==> src/rtl/tt_check_pkg.sv <==
// Shared state type, sizing constants and coverage helper for the truth-table checker.
package tt_check_pkg;

    localparam int N_IN_DEFAULT = 4;
    localparam int NVEC         = 2**N_IN_DEFAULT;
    localparam int MAX_N_IN     = 8;
    localparam int MAX_VEC      = 2**MAX_N_IN;

    typedef enum logic [1:0] {
        IDLE    = 2'd0,
        COLLECT = 2'd1,
        DONE    = 2'd2
    } state_e;

    // Bitmaps are zero-padded to MAX_VEC so one helper serves every N_IN up to MAX_N_IN.
    function automatic logic all_covered(input logic [MAX_VEC-1:0] bitmap,
                                         input int unsigned         nvec);
        logic ok;
        ok = 1'b1;
        for (int unsigned i = 0; i < MAX_VEC; i++) begin
            if ((i < nvec) && !bitmap[i]) begin
                ok = 1'b0;
            end
        end
        return ok;
    endfunction

endpackage

==> src/rtl/tt_response_store.sv <==
// Captured/covered bitmaps with a per-index write that classifies each sample
// as a first hit or a repeat that disagrees with the stored value.
module tt_response_store
    import tt_check_pkg::*;
#(
    parameter int N_IN = N_IN_DEFAULT
) (
    input  logic                 clk,
    input  logic                 rst_n,
    input  logic                 clear_i,
    input  logic                 wr_en_i,
    input  logic [N_IN-1:0]      wr_idx_i,
    input  logic                 wr_f_i,
    output logic [2**N_IN-1:0]   captured_o,
    output logic [2**N_IN-1:0]   covered_o,
    output logic [2**N_IN-1:0]   covered_nxt_o,
    output logic                 first_hit_o,
    output logic                 repeat_conflict_o
);

    localparam int NV = 2**N_IN;

    logic [NV-1:0] captured_q, captured_d;
    logic [NV-1:0] covered_q,  covered_d;

    // Only the first sample of a vector is stored; later ones are just compared.
    always_comb begin
        captured_d        = captured_q;
        covered_d         = covered_q;
        first_hit_o       = 1'b0;
        repeat_conflict_o = 1'b0;
        if (clear_i) begin
            captured_d = '0;
            covered_d  = '0;
        end else if (wr_en_i) begin
            if (!covered_q[wr_idx_i]) begin
                first_hit_o          = 1'b1;
                captured_d[wr_idx_i] = wr_f_i;
                covered_d[wr_idx_i]  = 1'b1;
            end else if (captured_q[wr_idx_i] != wr_f_i) begin
                repeat_conflict_o = 1'b1;
            end
        end
    end

    always_ff @(posedge clk or negedge rst_n) begin
        if (!rst_n) begin
            captured_q <= '0;
            covered_q  <= '0;
        end else begin
            captured_q <= captured_d;
            covered_q  <= covered_d;
        end
    end

    assign captured_o    = captured_q;
    assign covered_o     = covered_q;
    assign covered_nxt_o = covered_d;

endmodule

==> config.mk <==
export PLATFORM = sky130hd
export DESIGN_NAME = tt_response_store
export DESIGN_NICKNAME = d
export VERILOG_FILES = /design/src/rtl/tt_check_pkg.sv /design/src/rtl/tt_response_store.sv
export SDC_FILE = /design/constraint.sdc
export NUM_CORES = 1
export LEC_CHECK = 0
export BUFFER_PORTS_ARGS = -buffer_cell sky130_fd_sc_hd__buf_2
export CORE_MARGIN = 2
export CORE_UTILIZATION = 53
export DETAILED_ROUTE_END_ITERATION = 10
export GPL_ROUTABILITY_DRIVEN = 1
export PLACE_DENSITY = 0.84
export SLEW_MARGIN = 20
export SYNTH_ARGS = -nofsm -noshare
export SYNTH_HDL_FRONTEND = slang
export SYNTH_SLANG_ARGS = --single-unit
==> constraint.sdc <==
create_clock -name clk -period 3.36 [get_ports clk]
set_input_delay 0.336 -clock clk [delete_from_list [all_inputs] [get_ports clk]]
set_output_delay 0.336 -clock clk [all_outputs]
set_load 0.02 [all_outputs]
==> flow_metrics.tcl <==
set metrics [dict create \
    status "finished, final reports clean" \
    fin_area_um2 2047 \
    path_max_fanout 3 \
    synth_edf_count 0 \
    syn_to_final_growth_pct 20.12 \
    die_area_um2 3685 \
    placed_area_um2 1988 \
    clockRootBuffer "clkbuf_4" \
    crit_path_start_kind "flop" \
    route.detailed.drc 0 \
    cp.required_ns 3.02 \
    yosysUniqueCellTypes 29 \
    cp-end-kind "primary output" \
    period_minus_slack_ns 2.707 \
    ctsResizeCount 0 \
    fp.dieW_um 60.71 \
    regToRegEndpoint "captured_o[7]" \
    multi_input_area_um2 838.3 \
    slowest_stage "mux4_1" \
    drive_gt1_share_pct 40.50 \
    rsz0062_at_grt "no" \
    numCtsBuffers 5 \
    clock_path_buffers 2 \
    register_area_um2 800.8 \
    setup_tns_ns 0 \
    hold_viol 0 \
    power_w 0.0007227 \
    drt_iter0_drc 104 \
    syn_area_um2 1704 \
    start_util_pct 55.82 \
    antenna_left 0 \
    die_h_um 60.71 \
    worstSetupStartpoint "captured_o[5]" \
    finalClockSkew_ns 0.006328 \
    ir_drop_mv 0.2381 \
    tightestPinTransition_ns 0.7283 \
    syn-num-nets 154 \
    ys.flop_type "dfrtp_1" \
    async_reset_ff_share_pct 100.0 \
    antenna_found_initial 0 \
    nets 208 \
    routed_wl_um 3996 \
    setup_viol 0 \
    clk_latency_ns 0.33 \
    power_density_nw_per_um2 353.0 \
    crit_chain "mux4_1 -> mux2i_1 -> mux2_2 -> a2111oi_2 -> buf_2" \
    grtUsageTotal_pct 22.69 \
    fmax_mhz 369.4 \
    gp_congestion 0.8679 \
    relSlewSlack_pct 51.45 \
    holdBufCountCts 0 \
    period_share_pct 80.56 \
    hold_class "in -> async" \
    pre_cts_ws_ns 0.7753 \
    drv_slew 0 \
    n_fill_cell 250 \
    worst-r2r-setup-slack_ns 1.62 \
    grt_max_degree 35 \
    worst_path_largest_cell_delay_ns 0.52 \
    ys_seq_area_share_pct 46.99 \
    avgRoutedWirePerCell_um 16.38 \
    coreArea_um2 3053 \
    crit_type "reg -> out" \
    maxCapViolCount 0 \
    syn_area_per_cell_um2 11.75 \
    setup_ws_ns 0.6530 \
    yosysWarnings 0 \
    top_level_ports 59 \
    cts.reportedPaths.clkPinSlew_ns 0.10 \
    timing.rr.start "covered_o[4]" \
    dr_total_vias 1380 \
    worstPathArrival_ns 2.37 \
    cts_sinks 32 \
    grt_pass1_wl_um 5851 \
    leakagePower_nw 1.040 \
    antenna_cells 0 \
    mostFrequentLayoutCells "58 x buf_2, 41 x nor2_1, 32 x dfrtp_1, 18 x mux2i_1, 6 x nor4b_1" \
    drt-vias-per-instance 5.656 \
    timing.hold.ws_ns 0.04848 \
    layout_commonest_cell "buf_2" \
    first_pass_iters 4 \
    hpwlAfterDp_um 2912 \
    rows 20 \
    cts_max_level 2 \
    grt_remaining_overflow 0 \
    grt_pass1_vias 1213 \
    post_cts_buffers 0 \
    cts_tree "built" \
    synthCells 145 \
    r2r_cells 4 \
    synth_seq_cells 32 \
    port-buffer-count 58 \
]
synth_stat cells (all sizes together), types with 2 or more instances:
cell type	n	area, µm²
clkbuf	4	15.01
nor4b	8	82.58
dfrtp	32	800.8
nand3b	2	15.01
nor2	41	153.9
o21ba	3	30.03
mux2	3	41.29
buf	7	46.29
nor4	4	25.02
nor3	3	15.01
mux2i	19	202.7
mux4	8	191.4
critical path, delay by kind of cell, from the launching register on:
| family | cells | cell delay [ns] |
|---|---|---|
| flops | 1 | 0.41 |
| compound gates | 1 | 0.32 |
| mux | 3 | 1.10 |
| buf+inv | 1 | 0.22 |
sequential cells by signal, summed over array words and instances (netlist names):
name and count:
covered_o 16, captured_o 16
worst max-delay path by stage:
stage / to / cells past startpoint / slack [ns]
after global placement: repeat_conflict_o / 6 / 0.84
after CTS: repeat_conflict_o / 5 / 0.63
after floorplan: repeat_conflict_o / 5 / 0.92
after detailed placement: repeat_conflict_o / 6 / 0.78
after global routing: repeat_conflict_o / 5 / 0.49
final: repeat_conflict_o / 5 / 0.65
power by group:
group           total, W  internal, W  switching, W  leakage, nW
combinational  0.0000951    0.0000330     0.0000621        0.563
sequential      0.000397     0.000391    0.00000595        0.444
clock           0.000230     0.000103      0.000127       0.0326
per-stage QoR:
step / utilization (%) / cells
floorplan: - / 145
global placement: 65.12 / 236
detailed placement: 65.12 / 236
CTS: 67.05 / 244
global route: 67.05 / 244
finish: 67.05 / 244
area by class of cell:
type / count / share of cell area (%)
Timing Repair Buffer: 58 / 14.18
Multi-Input combinational cell: 101 / 40.95
Sequential cell: 32 / 39.12
Tap cell: 44 / 2.689
Inverter: 1 / 0.1834
Clock buffer: 8 / 2.873
cell families (layout without fill, tap and decap cells):
family / count (synthesis) / count (layout) / share of synthesized area (%)
muxes: 30 / 30 / 25.55
and+or+nand+nor: 65 / 65 / 20.19
DFF: 32 / 32 / 46.99
AOI/OAI and AO/OA: 5 / 5 / 2.936
buffers and inverters: 12 / 67 / 3.817
xor gates and xnor gates: 1 / 1 / 0.5140
routing by layer:
metal / track usage, % / wire [µm] / vias up
met5: 0 / 0 / -
met4: 10.87 / 63 / 0
met3: 6.397 / 263 / 5
met2: 32.10 / 1947 / 65
met1: 32.31 / 1721 / 682
li1: - / - / 628
No activity file was read; power rests on OpenSTA's default activity.
